`src/rtl/game_pkg.sv`:
```
`default_nettype none
//------------------------------------------------------------------------------
// Module      : game_pkg
// Description : Shared definitions for the combat arbiter: FSM state
//               encoding, player identifiers, default game constants and a
//               saturating 8-bit subtract helper.
// Revision    : 1.0 - initial release
//------------------------------------------------------------------------------
package game_pkg;

  typedef enum logic [1:0] {
    ST_IDLE      = 2'd0,
    ST_APPLY     = 2'd1,
    ST_GAME_OVER = 2'd2
  } state_t;

  localparam logic c_P1 = 1'b0;
  localparam logic c_P2 = 1'b1;

  localparam int c_MAX_HEALTH_DEFAULT  = 15;
  localparam int c_MAX_SHIELD_DEFAULT  = 15;
  localparam int c_DAMAGE_DEFAULT      = 3;
  localparam int c_SHIELD_COST_DEFAULT = 2;

  // a - b, clamped at zero.
  function automatic logic [7:0] sat_sub(input logic [7:0] a, input logic [7:0] b);
    return (a > b) ? (a - b) : 8'd0;
  endfunction

endpackage
`default_nettype wire

```
`src/rtl/combat_arbiter_if.sv`:
```
`default_nettype none
//------------------------------------------------------------------------------
// Module      : combat_arbiter_if
// Description : Bundle of player-side controls and HUD-side results of the
//               combat arbiter.
//   master : drives round_start, attack requests, shield buttons, collision;
//            observes health/shield, event pulses, game_over, winner.
//   slave  : the arbiter side (mirror directions).
// Revision    : 1.0 - initial release
//------------------------------------------------------------------------------
interface combat_arbiter_if;
  logic       round_start;
  logic       p1_attack_request;
  logic       p2_attack_request;
  logic       p1_shield_btn;
  logic       p2_shield_btn;
  logic       collision;
  logic [7:0] p1_health;
  logic [7:0] p2_health;
  logic [7:0] p1_shield;
  logic [7:0] p2_shield;
  logic       hit_event;
  logic       block_event;
  logic       miss_event;
  logic       event_attacker;
  logic       game_over;
  logic       winner;

  modport master (
    output round_start, p1_attack_request, p2_attack_request,
           p1_shield_btn, p2_shield_btn, collision,
    input  p1_health, p2_health, p1_shield, p2_shield,
           hit_event, block_event, miss_event, event_attacker,
           game_over, winner
  );

  modport slave (
    input  round_start, p1_attack_request, p2_attack_request,
           p1_shield_btn, p2_shield_btn, collision,
    output p1_health, p2_health, p1_shield, p2_shield,
           hit_event, block_event, miss_event, event_attacker,
           game_over, winner
  );
endinterface
`default_nettype wire

```
`src/rtl/attack_cooldown.sv`:
```
`default_nettype none
//------------------------------------------------------------------------------
// Module      : attack_cooldown
// Description : Per-player attack latch and lockout counter. Holds at most
//               one pending request; requests arriving while pending, while
//               cooling down or while disabled are dropped.
// Ports       :
//   clk        in  system clock
//   reset      in  synchronous active-high reset
//   i_clear    in  round restart: clears latch and counter
//   i_request  in  attack request (pulse or level)
//   i_enable   in  0 flushes the latch and blocks new requests
//   i_service  in  attack is being resolved: clear latch, load cooldown
//   o_pending  out a request is waiting for service
// Revision    : 1.0 - initial release
//------------------------------------------------------------------------------
module attack_cooldown #(
  parameter int COOLDOWN_CYCLES = 25_000_000
) (
  input  wire  clk,
  input  wire  reset,
  input  wire  i_clear,
  input  wire  i_request,
  input  wire  i_enable,
  input  wire  i_service,
  output logic o_pending
);

  localparam int              c_CW   = $clog2(COOLDOWN_CYCLES + 1);
  localparam logic [c_CW-1:0] c_LOAD = c_CW'(COOLDOWN_CYCLES);

  logic [c_CW-1:0] r_count;
  logic            r_pending;
  logic            w_ready;

  assign w_ready   = (r_count == '0);
  assign o_pending = r_pending;

  always_ff @(posedge clk) begin
    if (reset || i_clear) begin
      r_pending <= 1'b0;
      r_count   <= '0;
    end else begin
      if (i_service)
        r_count <= c_LOAD;
      else if (!w_ready)
        r_count <= r_count - c_CW'(1);

      if (!i_enable || i_service)
        r_pending <= 1'b0;
      else if (i_request && !r_pending && w_ready)
        r_pending <= 1'b1;
    end
  end

endmodule
`default_nettype wire

```
`src/rtl/combat_arbiter.sv`:
```
`default_nettype none
//------------------------------------------------------------------------------
// Module      : combat_arbiter
// Description : Resolves attacks between two players. Latches requests,
//               grants one per two-cycle service slot with round-robin
//               priority, applies hit/block/miss outcomes to the health and
//               shield registers it owns, regenerates shields and detects
//               the end of a round.
// Ports       :
//   clk    in  system clock
//   reset  in  synchronous active-high reset
//   bus    slave side of combat_arbiter_if (controls in, HUD state out)
// Revision    : 1.0 - initial release
//------------------------------------------------------------------------------
module combat_arbiter
  import game_pkg::*;
#(
  parameter int MAX_HEALTH      = c_MAX_HEALTH_DEFAULT,
  parameter int MAX_SHIELD      = c_MAX_SHIELD_DEFAULT,
  parameter int DAMAGE          = c_DAMAGE_DEFAULT,
  parameter int SHIELD_COST     = c_SHIELD_COST_DEFAULT,
  parameter int COOLDOWN_CYCLES = 25_000_000,
  parameter int REGEN_CYCLES    = 50_000_000
) (
  input wire              clk,
  input wire              reset,
  combat_arbiter_if.slave bus
);

  localparam logic [7:0] c_MAXH = 8'(MAX_HEALTH);
  localparam logic [7:0] c_MAXS = 8'(MAX_SHIELD);
  localparam logic [7:0] c_DMG  = 8'(DAMAGE);
  localparam logic [7:0] c_COST = 8'(SHIELD_COST);

  localparam int              c_RW         = (REGEN_CYCLES > 1) ? $clog2(REGEN_CYCLES) : 1;
  localparam logic [c_RW-1:0] c_REGEN_LAST = c_RW'(REGEN_CYCLES - 1);

  state_t          r_state;
  logic            r_prio;
  logic            r_attacker;
  logic [7:0]      r_p1_health;
  logic [7:0]      r_p2_health;
  logic [7:0]      r_p1_shield;
  logic [7:0]      r_p2_shield;
  logic            r_hit;
  logic            r_block;
  logic            r_miss;
  logic            r_ev_att;
  logic            r_game_over;
  logic            r_winner;
  logic [c_RW-1:0] r_regen;

  logic       w_p1_pending;
  logic       w_p2_pending;
  logic       w_enable;
  logic       w_apply;
  logic       w_grant;
  logic       w_tick;
  logic [7:0] w_def_health;
  logic [7:0] w_def_shield;
  logic       w_def_btn;
  logic       w_blocked;
  logic [7:0] w_def_health_nxt;
  logic [7:0] w_def_shield_nxt;

  assign w_enable = (r_state != ST_GAME_OVER);
  assign w_apply  = (r_state == ST_APPLY);
  assign w_tick   = (r_regen == c_REGEN_LAST);

  // With both pending the priority holder wins; otherwise whoever is pending
  // (a lone P2 request yields 1, a lone P1 request yields 0).
  assign w_grant = (w_p1_pending && w_p2_pending) ? r_prio : w_p2_pending;

  // Defender view during APPLY; r_attacker holds the granted player.
  assign w_def_health     = (r_attacker == c_P1) ? r_p2_health : r_p1_health;
  assign w_def_shield     = (r_attacker == c_P1) ? r_p2_shield : r_p1_shield;
  assign w_def_btn        = (r_attacker == c_P1) ? bus.p2_shield_btn : bus.p1_shield_btn;
  assign w_blocked        = bus.collision && w_def_btn && (w_def_shield >= c_COST);
  assign w_def_health_nxt = sat_sub(w_def_health, c_DMG);
  assign w_def_shield_nxt = sat_sub(w_def_shield, c_COST);

  attack_cooldown #(.COOLDOWN_CYCLES(COOLDOWN_CYCLES)) u_p1_cd (
    .clk       (clk),
    .reset     (reset),
    .i_clear   (bus.round_start),
    .i_request (bus.p1_attack_request),
    .i_enable  (w_enable),
    .i_service (w_apply && (r_attacker == c_P1)),
    .o_pending (w_p1_pending)
  );

  attack_cooldown #(.COOLDOWN_CYCLES(COOLDOWN_CYCLES)) u_p2_cd (
    .clk       (clk),
    .reset     (reset),
    .i_clear   (bus.round_start),
    .i_request (bus.p2_attack_request),
    .i_enable  (w_enable),
    .i_service (w_apply && (r_attacker == c_P2)),
    .o_pending (w_p2_pending)
  );

  always_ff @(posedge clk) begin
    if (reset || bus.round_start) begin
      r_state     <= ST_IDLE;
      r_prio      <= c_P1;
      r_attacker  <= c_P1;
      r_p1_health <= c_MAXH;
      r_p2_health <= c_MAXH;
      r_p1_shield <= c_MAXS;
      r_p2_shield <= c_MAXS;
      r_hit       <= 1'b0;
      r_block     <= 1'b0;
      r_miss      <= 1'b0;
      r_ev_att    <= 1'b0;
      r_game_over <= 1'b0;
      r_winner    <= 1'b0;
      r_regen     <= '0;
    end else begin
      r_hit   <= 1'b0;
      r_block <= 1'b0;
      r_miss  <= 1'b0;
      r_regen <= w_tick ? '0 : (r_regen + c_RW'(1));

      // Regen first; a block in APPLY below reassigns the defender shield,
      // so the block wins over a coincident tick.
      if (w_enable && w_tick) begin
        if (!bus.p1_shield_btn && (r_p1_shield < c_MAXS))
          r_p1_shield <= r_p1_shield + 8'd1;
        if (!bus.p2_shield_btn && (r_p2_shield < c_MAXS))
          r_p2_shield <= r_p2_shield + 8'd1;
      end

      case (r_state)
        ST_IDLE: begin
          if (w_p1_pending || w_p2_pending) begin
            r_attacker <= w_grant;
            r_prio     <= ~w_grant;
            r_state    <= ST_APPLY;
          end
        end

        ST_APPLY: begin
          r_ev_att <= r_attacker;
          if (!bus.collision) begin
            r_miss <= 1'b1;
          end else if (w_blocked) begin
            r_block <= 1'b1;
            if (r_attacker == c_P1)
              r_p2_shield <= w_def_shield_nxt;
            else
              r_p1_shield <= w_def_shield_nxt;
          end else begin
            r_hit <= 1'b1;
            if (r_attacker == c_P1)
              r_p2_health <= w_def_health_nxt;
            else
              r_p1_health <= w_def_health_nxt;
          end

          if (bus.collision && !w_blocked && (w_def_health_nxt == 8'd0)) begin
            r_state     <= ST_GAME_OVER;
            r_game_over <= 1'b1;
            r_winner    <= r_attacker;
          end else begin
            r_state <= ST_IDLE;
          end
        end

        ST_GAME_OVER: begin
          r_state <= ST_GAME_OVER;
        end

        default: begin
          r_state <= ST_IDLE;
        end
      endcase
    end
  end

  assign bus.p1_health      = r_p1_health;
  assign bus.p2_health      = r_p2_health;
  assign bus.p1_shield      = r_p1_shield;
  assign bus.p2_shield      = r_p2_shield;
  assign bus.hit_event      = r_hit;
  assign bus.block_event    = r_block;
  assign bus.miss_event     = r_miss;
  assign bus.event_attacker = r_ev_att;
  assign bus.game_over      = r_game_over;
  assign bus.winner         = r_winner;

endmodule
`default_nettype wire

```
`src/flat_wrapper.sv`:
```
// flat-port wrapper written by rule: the top's interface ports become plain ports
module combat_arbiter_flat import game_pkg::*;
#(
  parameter int MAX_HEALTH      = c_MAX_HEALTH_DEFAULT,
  parameter int MAX_SHIELD      = c_MAX_SHIELD_DEFAULT,
  parameter int DAMAGE          = c_DAMAGE_DEFAULT,
  parameter int SHIELD_COST     = c_SHIELD_COST_DEFAULT,
  parameter int COOLDOWN_CYCLES = 25_000_000,
  parameter int REGEN_CYCLES    = 50_000_000
)
  (clk, reset, bus_round_start, bus_p1_attack_request, bus_p2_attack_request, bus_p1_shield_btn, bus_p2_shield_btn, bus_collision, bus_p1_health, bus_p2_health, bus_p1_shield, bus_p2_shield, bus_hit_event, bus_block_event, bus_miss_event, bus_event_attacker, bus_game_over, bus_winner);
  combat_arbiter_if bus_i ();
  input wire clk;
  input wire reset;
  input wire logic [$bits(bus_i.round_start)-1:0] bus_round_start;
  input wire logic [$bits(bus_i.p1_attack_request)-1:0] bus_p1_attack_request;
  input wire logic [$bits(bus_i.p2_attack_request)-1:0] bus_p2_attack_request;
  input wire logic [$bits(bus_i.p1_shield_btn)-1:0] bus_p1_shield_btn;
  input wire logic [$bits(bus_i.p2_shield_btn)-1:0] bus_p2_shield_btn;
  input wire logic [$bits(bus_i.collision)-1:0] bus_collision;
  output wire logic [$bits(bus_i.p1_health)-1:0] bus_p1_health;
  output wire logic [$bits(bus_i.p2_health)-1:0] bus_p2_health;
  output wire logic [$bits(bus_i.p1_shield)-1:0] bus_p1_shield;
  output wire logic [$bits(bus_i.p2_shield)-1:0] bus_p2_shield;
  output wire logic [$bits(bus_i.hit_event)-1:0] bus_hit_event;
  output wire logic [$bits(bus_i.block_event)-1:0] bus_block_event;
  output wire logic [$bits(bus_i.miss_event)-1:0] bus_miss_event;
  output wire logic [$bits(bus_i.event_attacker)-1:0] bus_event_attacker;
  output wire logic [$bits(bus_i.game_over)-1:0] bus_game_over;
  output wire logic [$bits(bus_i.winner)-1:0] bus_winner;
  assign bus_i.round_start = bus_round_start;
  assign bus_i.p1_attack_request = bus_p1_attack_request;
  assign bus_i.p2_attack_request = bus_p2_attack_request;
  assign bus_i.p1_shield_btn = bus_p1_shield_btn;
  assign bus_i.p2_shield_btn = bus_p2_shield_btn;
  assign bus_i.collision = bus_collision;
  assign bus_p1_health = bus_i.p1_health;
  assign bus_p2_health = bus_i.p2_health;
  assign bus_p1_shield = bus_i.p1_shield;
  assign bus_p2_shield = bus_i.p2_shield;
  assign bus_hit_event = bus_i.hit_event;
  assign bus_block_event = bus_i.block_event;
  assign bus_miss_event = bus_i.miss_event;
  assign bus_event_attacker = bus_i.event_attacker;
  assign bus_game_over = bus_i.game_over;
  assign bus_winner = bus_i.winner;
  combat_arbiter #(.MAX_HEALTH(MAX_HEALTH), .MAX_SHIELD(MAX_SHIELD), .DAMAGE(DAMAGE), .SHIELD_COST(SHIELD_COST), .COOLDOWN_CYCLES(COOLDOWN_CYCLES), .REGEN_CYCLES(REGEN_CYCLES)) u_core (.clk(clk), .reset(reset), .bus(bus_i));
endmodule
```
`config.mk`:
```
export PLATFORM = sky130hd
export DESIGN_NAME = combat_arbiter_flat
export DESIGN_NICKNAME = d
export VERILOG_FILES = /design/src/rtl/game_pkg.sv /design/src/rtl/combat_arbiter_if.sv /design/src/rtl/attack_cooldown.sv /design/src/rtl/combat_arbiter.sv /design/src/flat_wrapper.sv
export SDC_FILE = /design/constraint.sdc
export NUM_CORES = 1
export LEC_CHECK = 0
export ABC_AREA = 1
export CAP_MARGIN = 20
export CORE_ASPECT_RATIO = 1.5
export CORE_MARGIN = 4
export CORE_UTILIZATION = 45
export DETAILED_ROUTE_END_ITERATION = 7
export PLACE_DENSITY = 0.68
export SLEW_MARGIN = 20
export SYNTH_ARGS = -nofsm -noshare
export SYNTH_HDL_FRONTEND = slang
export SYNTH_SLANG_ARGS = --single-unit
```
`constraint.sdc`:
```
create_clock -name clk -period 2.94 [get_ports clk]
set_clock_uncertainty 0.2 [all_clocks]
set_input_delay 0.882 -clock clk [delete_from_list [all_inputs] [get_ports clk]]
set_output_delay 0.882 -clock clk [all_outputs]
set_load 0.02 [all_outputs]
```
==> impl_metrics.env, run 1 <==
export IMPL_placedInstanceArea_sq_um=7226
export IMPL_viasPerCell=5.097
export IMPL_clk_latency_ns=0.41
export IMPL_die_area_sq_um=16570
export IMPL_vias=6336
export IMPL_cts_inserted_buffers=17
export IMPL_seq_area_sq_um=2402
export IMPL_core_sq_um=14120
export IMPL_antenna_left=0
export IMPL_swShare_pct=42.45
export IMPL_drt_pass1_iterations=5
export IMPL_die_y_um=155.7
export IMPL_rr_worst_depth=12
export IMPL_cts_root_buffer="clkbuf_16"
export IMPL_wl_per_cell_um=13.15
export IMPL_crit_family="buffers and inverters"
export IMPL_synth_edf_count=0
export IMPL_grt_pass1_wl_mm=28.07
export IMPL_min_period_ns=2.634
export IMPL_post_dp_hpwl_mm=12.22
export IMPL_synth_seq_area_share_pct=36.73
export IMPL_nets=1053
export IMPL_cts_buffer_depth=2
export IMPL_port_buffers=45
export IMPL_drtIter0Drc=394
export IMPL_cts_num_sinks=120
export IMPL_rsz0062_at_grt="no"
export IMPL_arrival_ns=1.55
export IMPL_pwr_share_clk_pct=27.2
export IMPL_path_clk_slew_ns=0.06
export IMPL_synthFlopType="dfxtp_1"
export IMPL_die_width_um=106.4
export IMPL_postSynthAreaPerCell_sq_um=6.702
export IMPL_routabilityCongestion=0.8845
export IMPL_synthCells=976
export IMPL_diodes=0
export IMPL_hold_viol_final=0
export IMPL_p_int_mw=4.764
export IMPL_path_cells="clkdlybuf4s50_1"
export IMPL_vdd_drop_max_v=0.0009660
export IMPL_post_cts_resize_count=0
export IMPL_cts_tree="yes"
export IMPL_maxSlewViolCount=0
export IMPL_holdBufCountCts=0
export IMPL_pin_count=46
export IMPL_min_period_over_period_pct=89.58
export IMPL_multi_input_area_sq_um=3566
export IMPL_status="complete, no violations"
export IMPL_tightest_slew_ns=0.7325
export IMPL_setup_tns_ns=0
export IMPL_criticalPathCategory="flip-flop to output port"
export IMPL_pwr_share_comb_pct=46.5
export IMPL_grt_pass1_vias=6209
export IMPL_layout_drive_gt1_share_pct=9.515
export IMPL_cp_depth=1
export IMPL_antenna_found_initial=0
export IMPL_area_delta_synth_final_pct=20.26
export IMPL_cts_setup_buffers=0
export IMPL_initial_core_util_pct=46.31
export IMPL_power_density_nw_per_um2=1052
export IMPL_drv_cap=0
export IMPL_rows=53
export IMPL_fill_cells=1382
export IMPL_hold_class="flip-flop to flip-flop"
export IMPL_setup_viol=0
export IMPL_p_seq_share_pct=26.3
export IMPL_grt_overflow_total=0
export IMPL_synth_warnings=0
export IMPL_hold_path_depth=1
export IMPL_drc=0
export IMPL_critPathSlowestCell="clkdlybuf4s50_1"
export IMPL_p_leak_nw=3.425
export IMPL_grt_max_degree=29
export IMPL_worstSetupStartpointType="flip-flop"
export IMPL_endpoint_kind="output port"
export IMPL_syn_area_sq_um=6541
export IMPL_critPathMaxStageDelay_ns=0.66
export IMPL_fmax_mhz=379.7
export IMPL_ys_ff_latch=120
export IMPL_yosys_cell_types_count=44
export IMPL_syn_num_nets=991
export IMPL_htree_levels=4
export IMPL_worstPathMaxFanout=7
export IMPL_maxSlewHeadroom_pct=51.12
export IMPL_design_area_sq_um=7866
export IMPL_cp_data_required_time_ns=1.86
export IMPL_drt_wl_total_mm=16.35
export IMPL_async_flop_share_pct=0
export IMPL_grt_usage_pct=20.62
export IMPL_timing_critical_path_buf_inv=1
export IMPL_p_switching_mw=3.514
==> path summary, 6_finish.rpt <==
path                                                 from                         end  slack (ns)
worst max register to register  u_core.u_p2_cd.r_count[0]  u_core.u_p2_cd.r_count[16]        0.40
worst max-delay path              u_core.bus.p1_shield[1]            bus_p1_shield[1]        0.31
worst min register to register          u_core.r_regen[0]           u_core.r_regen[0]        0.26
worst min-delay path                    u_core.r_regen[0]           u_core.r_regen[0]        0.26
==> power groups by stage <==
stage	registers, mW	logic (mW)	clock network (mW)
2_1_floorplan	2.13	3.06	0
3_3_place_gp	2.20	3.79	0
3_5_place_dp	2.20	3.82	0
4_1_cts	2.17	3.86	2.28
5_1_grt	2.21	4.48	2.35
6_report	2.17	3.85	2.25
==> Yosys cell counts (3+ instances only) <==
| master | count | area [sq um] |
|---|---|---|
| dfxtp_1 | 120 | 2402 |
| buf_2 | 6 | 30.03 |
| ha_1 | 7 | 87.58 |
| nand2_2 | 13 | 81.33 |
| a21oi_1 | 58 | 290.3 |
| o21a_1 | 6 | 45.04 |
| a21oi_2 | 3 | 26.28 |
| o211ai_1 | 3 | 22.52 |
| inv_1 | 113 | 424.2 |
| o21ai_1 | 6 | 30.03 |
| xor2_1 | 18 | 157.7 |
| nor2_2 | 11 | 68.82 |
| nor4_1 | 5 | 31.28 |
| nor2_1 | 162 | 608.1 |
| nand4_1 | 20 | 125.1 |
| a31o_2 | 4 | 35.03 |
| a211oi_1 | 6 | 45.04 |
| inv_2 | 4 | 15.01 |
| a31oi_1 | 4 | 25.02 |
| nand2_1 | 225 | 844.6 |
| xnor2_1 | 16 | 140.1 |
| nand3_1 | 63 | 315.3 |
| nor2_4 | 4 | 45.04 |
| o21ai_0 | 33 | 165.2 |
| clkbuf_1 | 5 | 18.77 |
| nor3_1 | 27 | 135.1 |
| nand3b_1 | 4 | 30.03 |
| nand2_4 | 7 | 78.83 |
==> per-stage QoR <==
stage,power [mW],utilization (%),std cells,setup WS (ns),hold WS [ns]
detailed placement,6.018,51.16,1211,0.1130,0.2440
global placement,5.984,51.16,1211,0.1828,0.2304
floorplan,5.194,-,976,0.6730,0.2130
finish,8.278,55.69,1243,0.3063,0.2561
global route,9.042,55.69,1243,0.09127,0.2781
CTS,8.307,55.69,1243,0.2895,0.2628
==> state kept, by name, summed over array words and instances (netlist names), 2 cells and up <==
name and cells:
u_core.bus.p1_health 8, u_core.bus.p1_shield 8, u_core.bus.p2_health 8, u_core.bus.p2_shield 8, u_core.r_regen 26, u_core.r_state 2, u_core.u_p1_cd.r_count 25, u_core.u_p2_cd.r_count 25
==> layout by cell type, fill, tap and decap left out, types with 3 or more instances in the layout <==
cell,Yosys,routed
inv_2,4,4
buf_4,2,15
a31o_2,4,4
nand3b_1,4,4
a31oi_1,4,4
clkbuf_8,0,3
o21ai_0,33,33
dfxtp_1,120,120
o21a_1,6,6
inv_1,113,113
nor4_1,5,5
a211oi_1,6,6
clkbuf_16,0,17
nand3_1,63,63
bufinv_16,0,4
nor2_2,11,12
xor2_1,18,18
ha_1,7,7
a21oi_2,3,3
a21oi_1,58,58
o211ai_1,3,3
nand2_1,225,225
nor2_4,4,4
clkdlybuf4s50_1,0,45
o21ai_1,6,6
clkinvlp_4,0,3
nand2_4,7,7
xnor2_1,16,16
nor2_1,162,161
nor3_1,27,27
nand2_2,13,13
nand4_1,20,20
==> cell type report <==
| type | count | area share (%) |
|---|---|---|
| clock buffer | 21 | 5.981 |
| clock inverter | 11 | 2.163 |
| inverter | 119 | 5.774 |
| multi-input combinational | 720 | 45.33 |
| sequential | 120 | 30.54 |
| tap | 192 | 3.054 |
| timing repair buffer | 60 | 7.158 |
==> cells by family (layout without fill, tap and decap cells) <==
family | count (synthesis) | count (layout) | synth area share (%)
buf+inv | 136 | 211 | 8.799
flops | 120 | 120 | 36.73
simple gates | 552 | 552 | 37.61
fa+ha+maj | 7 | 7 | 1.339
compound gates | 127 | 127 | 10.98
xor+xnor | 34 | 34 | 4.552
==> routing by layer <==
layer	global-route usage [%]	share of wire [%]	up-vias
met3	4.431	3.4	40
met2	37.65	52	118
li1	-	-	3276
met5	0	0	-
met1	22.89	41	2902
met4	8.958	3.0	0
No activity file was read; power rests on OpenSTA's default activity.
==> inputs of run 2 (changes only) <==
--- a/config.mk
+++ b/config.mk
@@ -11,8 +11,7 @@
 export CORE_MARGIN = 4
 export CORE_UTILIZATION = 45
 export DETAILED_ROUTE_END_ITERATION = 7
-export PLACE_DENSITY = 0.68
-export SLEW_MARGIN = 20
+export PLACE_DENSITY = 0.6
 export SYNTH_ARGS = -nofsm -noshare
 export SYNTH_HDL_FRONTEND = slang
 export SYNTH_SLANG_ARGS = --single-unit
==> run 2 against run 1 <==
  * Via count down 2.9%
  * Final cell count about the same
  * Routed wire length up 0.37%
  * Cell area down 0.64%
  * Combinational power up 1%
  * Sequential power about the same
  * Power down 2.2%
  * First-iteration DRC count down 31%
  * Clock-buffer cell count unchanged
==> impl_metrics.env, run 2 (same netlist as run 1, synthesis figures left out) <==
export IMPL_status="complete, no violations"
export IMPL_layout_drive_gt1_share_pct=9.238
export IMPL_antenna_left=0
export IMPL_fmax_mhz=382.2
export IMPL_path_cells="clkdlybuf4s50_1"
export IMPL_rows=53
export IMPL_critPathMaxStageDelay_ns=0.66
export IMPL_viasPerCell=4.953
export IMPL_hp_start="u_core.r_regen[0]"
export IMPL_vdd_drop_max_v=0.0006415
export IMPL_p_int_mw=4.646
export IMPL_hold_path_depth=1
export IMPL_critPathSlowestCell="clkdlybuf4s50_1"
export IMPL_worstPathMaxFanout=7
export IMPL_tightest_slew_ns=0.7190
export IMPL_design_area_sq_um=7816
export IMPL_grt_pass1_vias=5953
export IMPL_swShare_pct=42.62
export IMPL_hold_viol_final=0
export IMPL_holdBufCountCts=0
export IMPL_hold_class="flip-flop to flip-flop"
export IMPL_core_sq_um=14120
export IMPL_routabilityCongestion=0.8979
export IMPL_p_switching_mw=3.450
export IMPL_cp_data_required_time_ns=1.86
export IMPL_holdWs_ns=0.2359
export IMPL_drt_pass1_iterations=5
export IMPL_maxSlewViolCount=0
export IMPL_placedInstanceArea_sq_um=7238
export IMPL_final_cell_mix="nand2_1 (225), nor2_1 (161), dfxtp_1 (120)"
export IMPL_regMostFlops="u_core.r_regen"
export IMPL_largest_reg_flops=26
export IMPL_grt_max_degree=33
export IMPL_r2r_setup_slack_ns=0.36
export IMPL_drtIter0Drc=271
export IMPL_timing_critical_path_buf_inv=1
export IMPL_area_delta_synth_final_pct=19.49
export IMPL_cts_inserted_buffers=17
export IMPL_hold_path_endpoint="u_core.r_regen[0]"
export IMPL_cts_num_sinks=120
export IMPL_htree_levels=4
export IMPL_wl_per_cell_um=13.21
export IMPL_cts_setup_buffers=0
export IMPL_path_clk_slew_ns=0.05
export IMPL_post_dp_hpwl_mm=12.44
export IMPL_endpoint_kind="output port"
export IMPL_rsz0062_at_grt="no"
export IMPL_cts_root_buffer="clkbuf_16"
export IMPL_die_y_um=155.7
export IMPL_grt_usage_pct=20.77
export IMPL_worstSetupStartpointType="flip-flop"
export IMPL_nets=1053
export IMPL_arrival_ns=1.53
export IMPL_rr_worst_depth=13
export IMPL_power_density_nw_per_um2=1036
export IMPL_clk_latency_ns=0.42
export IMPL_post_cts_resize_count=0
export IMPL_min_period_ns=2.616
export IMPL_final_common_cell="nand2_1"
export IMPL_min_period_over_period_pct=88.99
export IMPL_cts_tree="yes"
export IMPL_worstReg2RegStart="u_core.r_attacker"
export IMPL_criticalPathCategory="flip-flop to output port"
export IMPL_die_width_um=106.4
export IMPL_setup_viol=0
export IMPL_antenna_found_initial=0
export IMPL_vias=6152
export IMPL_grt_overflow_total=0
export IMPL_drt_wl_total_mm=16.41
export IMPL_drc=0
export IMPL_cts_buffer_depth=2
export IMPL_maxSlewHeadroom_pct=52.01
export IMPL_pwr_share_comb_pct=48.1
export IMPL_p_seq_share_pct=26.7
export IMPL_diodes=0
export IMPL_setup_tns_ns=0
export IMPL_initial_core_util_pct=46.31
export IMPL_grt_pass1_wl_mm=27.84
export IMPL_r2r_end="u_core.bus.winner"
export IMPL_p_leak_nw=3.409
export IMPL_port_buffers=45
export IMPL_pin_count=46
export IMPL_crit_family="buffers and inverters"
export IMPL_pwr_share_clk_pct=25.2
export IMPL_drv_cap=0
export IMPL_die_area_sq_um=16570
export IMPL_reg_top3="u_core.r_regen: 26 flops, u_core.u_p1_cd.r_count: 25 flops, u_core.u_p2_cd.r_count: 25 flops"
[run 2: cell count changes in the layout (fill, tap and decap cells not counted), sizes merged]
cell and change:
clkinv +2, clkinvlp -2, bufinv -1
[run 2: worst max path at each step]
stage | end | depth (start not counted) | slack (ns) | start
4_1_cts | bus_p1_shield[1] | 1 | 0.30 | u_core.bus.p1_shield[1]
2_1_floorplan | u_core.bus.p1_shield[2] | 8 | 0.67 | bus_round_start
3_5_place_dp | u_core.u_p1_cd.r_count[3] | 5 | 0.25 | bus_round_start
6_report | bus_p1_shield[2] | 1 | 0.32 | u_core.bus.p1_shield[2]
5_1_grt | u_core.u_p2_cd.r_count[16] | 12 | 0.1 | u_core.u_p2_cd.r_count[0]
3_3_place_gp | u_core.bus.p2_shield[4] | 8 | 0.27 | bus_collision
[run 2: routing by layer]
metal / track usage [%] / vias to the layer above / routed length [um]
met3: 5.010 / 30 / 574
met2: 37.23 / 96 / 8508
met1: 23.90 / 2756 / 7016
met4: 7.617 / 0 / 308
met5: 0 / - / 0
li1: - / 3270 / -
[run 2: power groups by stage]
stage | combinational [mW] | sequential [mW] | clock, mW
after floorplan | 3.06 | 2.13 | 0
after global placement | 3.89 | 2.19 | 0
after detailed placement | 3.88 | 2.19 | 0
after CTS | 3.91 | 2.16 | 2.09
after global routing | 4.50 | 2.20 | 2.16
final | 3.90 | 2.16 | 2.04
[run 2: cell type report]
cell class              instances  area, sq um
fillers                      1434         6309
multi-input cells             720         3566
flip-flops and latches        120         2402
repair buffers                 60        575.6
inverters                     119        454.2
clock buffers                  21        450.4
well taps                     192        240.2
clock inverters                10        127.6
[run 2: metrics by stage]
stage	util, %	setup slack [ns]	instances	total power [mW]
final	55.34	0.3237	1242	8.096
after global routing	55.34	0.09817	1242	8.859
after CTS	55.34	0.2982	1242	8.156
after detailed placement	51.24	0.2493	1211	6.073
after global placement	51.24	0.2749	1211	6.080
after floorplan	-	0.6730	976	5.194
==> RTL change 1: new RTL, config.mk and constraints of run 1 <==
`COOLDOWN_CYCLES` is set to 25_000_000 in 3 places; all go to 12_500_000.
--- a/src/rtl/attack_cooldown.sv
+++ b/src/rtl/attack_cooldown.sv
@@ -15,7 +15,7 @@
 // Revision    : 1.0 - initial release
 //------------------------------------------------------------------------------
 module attack_cooldown #(
-  parameter int COOLDOWN_CYCLES = 25_000_000
+  parameter int COOLDOWN_CYCLES = 12_500_000
 ) (
   input  wire  clk,
   input  wire  reset,
--- a/src/rtl/combat_arbiter.sv
+++ b/src/rtl/combat_arbiter.sv
@@ -19,7 +19,7 @@
   parameter int MAX_SHIELD      = c_MAX_SHIELD_DEFAULT,
   parameter int DAMAGE          = c_DAMAGE_DEFAULT,
   parameter int SHIELD_COST     = c_SHIELD_COST_DEFAULT,
-  parameter int COOLDOWN_CYCLES = 25_000_000,
+  parameter int COOLDOWN_CYCLES = 12_500_000,
   parameter int REGEN_CYCLES    = 50_000_000
 ) (
   input wire              clk,
--- a/src/flat_wrapper.sv
+++ b/src/flat_wrapper.sv
@@ -5,7 +5,7 @@
   parameter int MAX_SHIELD      = c_MAX_SHIELD_DEFAULT,
   parameter int DAMAGE          = c_DAMAGE_DEFAULT,
   parameter int SHIELD_COST     = c_SHIELD_COST_DEFAULT,
-  parameter int COOLDOWN_CYCLES = 25_000_000,
+  parameter int COOLDOWN_CYCLES = 12_500_000,
   parameter int REGEN_CYCLES    = 50_000_000
 )
   (clk, reset, bus_round_start, bus_p1_attack_request, bus_p2_attack_request, bus_p1_shield_btn, bus_p2_shield_btn, bus_collision, bus_p1_health, bus_p2_health, bus_p1_shield, bus_p2_shield, bus_hit_event, bus_block_event, bus_miss_event, bus_event_attacker, bus_game_over, bus_winner);
Function: no difference found for any inputs over 10 cycles, from zero or initial values; that may be too few to reach the edited logic, so the function may still have changed.
==> RTL change 1 against run 1 <==
First-iteration DRC count is 39% lower. Count of clock-buffer cells in the layout is 1 higher. Routed wire length down 6.6%. Highest routed layer unchanged. Cell area down 5.1%. Non-clock buffer count fell by 2. Total power fell by 4.5%. Critical path type unchanged. Worst setup slack better by 0.038 ns. Largest power group unchanged. Sequential cell count down 2. Synthesized area decreased by 4.6%. Critical endpoint is now bus_p2_shield[0].
==> RTL change 1: results (changes against run 1) <==
* Detailed-placement wirelength estimate at 11600 um (-5.4%)
* Ys flop type: dfxtp_1
* Max Freq at 385 MHz (+1.4%)
* Post-place instance area at 0.00688 mm2 (-4.8%)
* CTS resizes at 0 (unchanged)
* Via density at 5.17 (+1.5%)
* Least-Margin Pin Slew at 0.624 ns (-0.108 ns)
* Total CTS buffers at 17 (unchanged)
* Root Driver: clkbuf_16
* CP max stage delay at 0.67 ns
* Synthesized Nets at 910 (-8.2%)
* Dpl ws at 0.304 ns (+0.191 ns)
* Initial antenna violation count at 0 (unchanged)
* Vias at 5836 (-7.9%)
* Htree depth at 4 (unchanged)
* Distinct cells, synth at 45 (+2.3%)
* TritonRoute pass-1 iters at 4 (-1)
* Leakage at 3.23 nW (-5.6%)
* CP top delay family: buffers and inverters
* Final #Nets at 970 (-7.9%)
* Status: finished clean
* Seq/Total Area, Yosys at 37.9% (+1.1 points)
* Vias in the first global route at 5721 (-7.9%)
* GRT Overall Usage at 20.0% (-0.60 points)
* Layout cell share with drive strength beyond 1 at 9.21% (-0.30 points)
* R2R Setup Slk at 0.40 ns (about the same)
* Worst hold slack at 0.248 ns (-0.00788 ns)
* Slowest CP cell: clkdlybuf4s50_1
* Worst Path Arrival at 1.51 ns (-0.04 ns)
* Worst vdd ir at 0.000812 V (-16%)
* Mean post-synth cell area at 6.97 um2 (+4.0%)
* Inserted Diodes at 0 (unchanged)
* Hold WC Path Type: flip-flop to flip-flop
* DRT iter0 DRCs at 241 (-39%)
* GP Congestion at 0.948 (+7.1%)
* Asr flop ratio synth at 0% (unchanged)
* Area fraction of the dominant cell type after synthesis at 37.9% (+1.1 points)
* Port bufs at 45 (unchanged)
* Max Root-Sink Buffers at 2 (unchanged)
* Clock transition at path regs at 0.05 ns
* Placed insts at 1098 (-9.3%)
* Clock Latency Late Sink at 0.41 ns (about the same)
* Area contributors post-synth: dfxtp_1 (38%), nand2_1 (10%), nor2_1 (8.4%)
* Largest net degree at the start of global routing at 27 (-6.9%)
* First-pass GRT wire length at 26400 um (-5.8%)
* Top Registers: u_core.r_regen (26), u_core.u_p1_cd.r_count (24), u_core.u_p2_cd.r_count (24)
* Commonest cells in the netlist: nand2_1 (171), nor2_1 (139), dfxtp_1 (118)
* Post-CTS setup buffers at 0 (unchanged)
* Crit path max fanout at 6 (-1)
* Final WL at 15300 um (-6.6%)
* Yosys warns at 0 (unchanged)
[RTL change 1: cell types whose count changed after synthesis, moves of 6 or more]
cell	change
nand2_1	-54
xnor2_1	-6
inv_1	-16
nand3b_1	+8
o21ai_1	+7
nand2_2	-6
nor2_2	-6
nor2_1	-23
o21bai_1	+6
o21ai_0	-14
a21oi_1	+7
[RTL change 1: cell families (layout without fill, tap and decap cells)]
logic type	count (synthesis)	in the layout	synth area share, %
AND/OR/NAND/NOR	482	482	35.9
AO/OA/AOI/OAI	139	139	13.0
buffers and inverters	123	194	8.22
flip-flops	118	118	37.9
XOR/XNOR	26	26	3.65
adder cells (fa/ha/maj)	7	7	1.40
[RTL change 1: path summary, 6_finish.rpt]
check	start	to	cells after the start
hold / removal	u_core.r_regen[0]	u_core.r_regen[0]	1
hold reg to reg	u_core.r_regen[0]	u_core.r_regen[0]	1
setup / recovery	u_core.bus.p2_shield[0]	bus_p2_shield[0]	1
setup reg to reg	u_core.r_attacker	u_core.bus.winner	13
[RTL change 1: area by class of cell]
class / instances / area [um2]
clock inverters: 8 / 98.8
flip-flops and latches: 118 / 2360
well taps: 162 / 203
clock buffers: 22 / 484
fillers: 1320 / 6070
inverters: 106 / 400
multi-input cells: 654 / 3370
repair buffers: 58 / 548
[RTL change 1: layer usage]
metal  part of all wire [%]  up-vias  track usage (%)
li1                       -     3060                -
met2                     54       85             37.5
met1                     42     2664             22.3
met5                      0        -                0
met4                    2.1        0             7.41
met3                    2.1       27             3.73
[RTL change 1: where the power goes]
group | internal (mW) | switching [mW]
clock | 1.32 | 0.718
combinational | 1.35 | 2.39
sequential | 1.87 | 0.253
==> RTL change 2: new RTL, flow settings as in run 1 <==
Without the edit above. Re-encode `state_t` (3 states) as one-hot, 3 bits wide.
--- a/src/rtl/game_pkg.sv
+++ b/src/rtl/game_pkg.sv
@@ -8,10 +8,10 @@
 //------------------------------------------------------------------------------
 package game_pkg;
 
-  typedef enum logic [1:0] {
-    ST_IDLE      = 2'd0,
-    ST_APPLY     = 2'd1,
-    ST_GAME_OVER = 2'd2
+  typedef enum logic [2:0] {
+    ST_IDLE      = 3'b001,
+    ST_APPLY     = 3'b010,
+    ST_GAME_OVER = 3'b100
   } state_t;
 
   localparam logic c_P1 = 1'b0;
Formal check against the unedited RTL: no difference found for any inputs over 10 cycles, from zero or initial values; not proved beyond that.
==> RTL change 2 against run 1 <==
Highest routed layer unchanged. Largest cell class unchanged. Sequential cell count grew 1. Total power decreased by 4.0%. Global-route usage increased by 0.39 points. Cell area down 0.84%. Worst setup slack better by 0.061 ns. Routed wire length up 2.5%. Synthesized area barely moved. Critical path type unchanged. Critical path depth stayed put.
==> RTL change 2: results (changes against run 1) <==
* Distinct cells, synth at 43 (-2.3%)
* CP top delay family: buffers and inverters
* Inserted Diodes at 0 (unchanged)
* Synth Area in Compound Gates at 12.9% (+1.9 points)
* TritonRoute pass-1 iters at 5 (unchanged)
* Clock transition at path regs at 0.06 ns (about the same)
* CP max stage delay at 0.65 ns
* Post-CTS setup buffers at 0 (unchanged)
* Slowest CP cell: clkdlybuf4s50_1
* Largest net degree at the start of global routing at 37 (+28%)
* GRT Overall Usage at 21.0% (+0.39 points)
* Final #Nets at 1038 (-1.4%)
* Placed insts at 1196 (-1.2%)
* Layout cell share with drive strength beyond 1 at 9.75% (+0.23 points)
* Commonest cells in the netlist: nand2_1 (208), nor2_1 (136), dfxtp_1 (121)
* Reg2reg start: u_core.u_p1_cd.r_count[0]
* Synth Area in Adders at 1.34% (about the same)
* Mean post-synth cell area at 6.76 um2 (+0.88%)
* Synthesized Nets at 983 (-0.81%)
* Worst Path Arrival at 1.49 ns (-0.06 ns)
* Status: finished clean
* Vias at 6293 (-0.68%)
* Hold Startpoint: u_core.r_regen[0]
* CP startpoint: u_core.bus.p1_shield[4]
* Drt wl/cell at 13.6 um (+3.7%)
* Root Driver: clkbuf_16
* Clock Latency Late Sink at 0.42 ns
* DRT iter0 DRCs at 301 (-24%)
* Hold WC Path Type: flip-flop to flip-flop
* FF/Latch Area at 0.00242 mm2 (+0.83%)
* Crit path max fanout at 3 (-4)
* CTS resizes at 0 (unchanged)
* Total CTS buffers at 17 (unchanged)
* Dpl ws at 0.182 ns (+0.0692 ns)
* FILL cells at 1400 (+1.3%)
* Max-slew violations at 0 (unchanged)
* Top Registers: u_core.r_regen (26), u_core.u_p1_cd.r_count (25), u_core.u_p2_cd.r_count (25)
* Yosys warns at 0 (unchanged)
* Asr flop ratio synth at 0% (unchanged)
* Post-synthesis mux area share at 0% (unchanged)
* Slew margin rel. at 61.5% (+10 points)
* Post-synthesis xor/xnor area fraction at 3.35% (-1.2 points)
* GP Congestion at 0.910 (+2.9%)
* Max Root-Sink Buffers at 2 (unchanged)
* Worst vdd ir at 0.000809 V (-16%)
* Seq/Total Area, Yosys at 37.0% (+0.28 points)
* Post-place instance area at 0.00721 mm2 (-0.24%)
* Htree depth at 4 (unchanged)
* Area contributors post-synth: dfxtp_1 (37%), nand2_1 (12%), nor2_1 (7.8%)
* Ys flop type: dfxtp_1
* Port bufs at 45 (unchanged)
* First-pass GRT wire length at 28500 um (+1.4%)
* Detailed-placement wirelength estimate at 12500 um (+2.3%)
* Via density at 5.12 (+0.53%)
* Initial antenna violation count at 0 (unchanged)
* Leakage at 3.37 nW (-1.7%)
[RTL change 2: changes by cell type after synthesis, moves of 5 or more]
cell | before | now
nand2_1 | 225 | 208
nand2_4 | 7 | 2
nor2_1 | 162 | 136
xnor2_1 | 16 | 8
nand3_2 | 0 | 5
nand3_1 | 63 | 68
nor3_1 | 27 | 21
nor3b_1 | 2 | 7
a21oi_1 | 58 | 79
[RTL change 2: where the power goes]
part	total, mW	switching, mW	internal, mW
combinational	3.72	2.40	1.32
clock	2.08	0.771	1.31
sequential	2.15	0.246	1.90
[RTL change 2: layer usage]
layer / part of all wire (%) / wire length [um] / track usage (%)
met1: 41 / 6930 / 23.0
met2: 52 / 8650 / 39.3
met3: 3.6 / 596 / 3.56
met4: 3.5 / 580 / 9.38
met5: 0 / 0 / 0
[RTL change 2: worst paths after layout]
check,endpoint,slack (ns),cells after the start
worst max-delay path,bus_p1_shield[4],0.37,1
worst min register to register,u_core.r_regen[0],0.24,1
worst max register to register,u_core.u_p1_cd.r_count[11],0.44,9
worst min-delay path,u_core.r_regen[0],0.24,1
[RTL change 2: cell families after synthesis]
| group | Yosys count |
|---|---|
| buf+inv | 144 |
| flops | 121 |
| xor+xnor | 25 |
| compound gates | 151 |
| simple gates | 520 |
| fa+ha+maj | 7 |
[RTL change 2: layout make-up]
cell class	instances	area share [%]
repair buffers	56	6.99
flip-flops and latches	121	31.1
inverters	124	5.97
multi-input cells	703	45.3
clock buffers	21	6.03
well taps	192	3.08
clock inverters	11	1.56
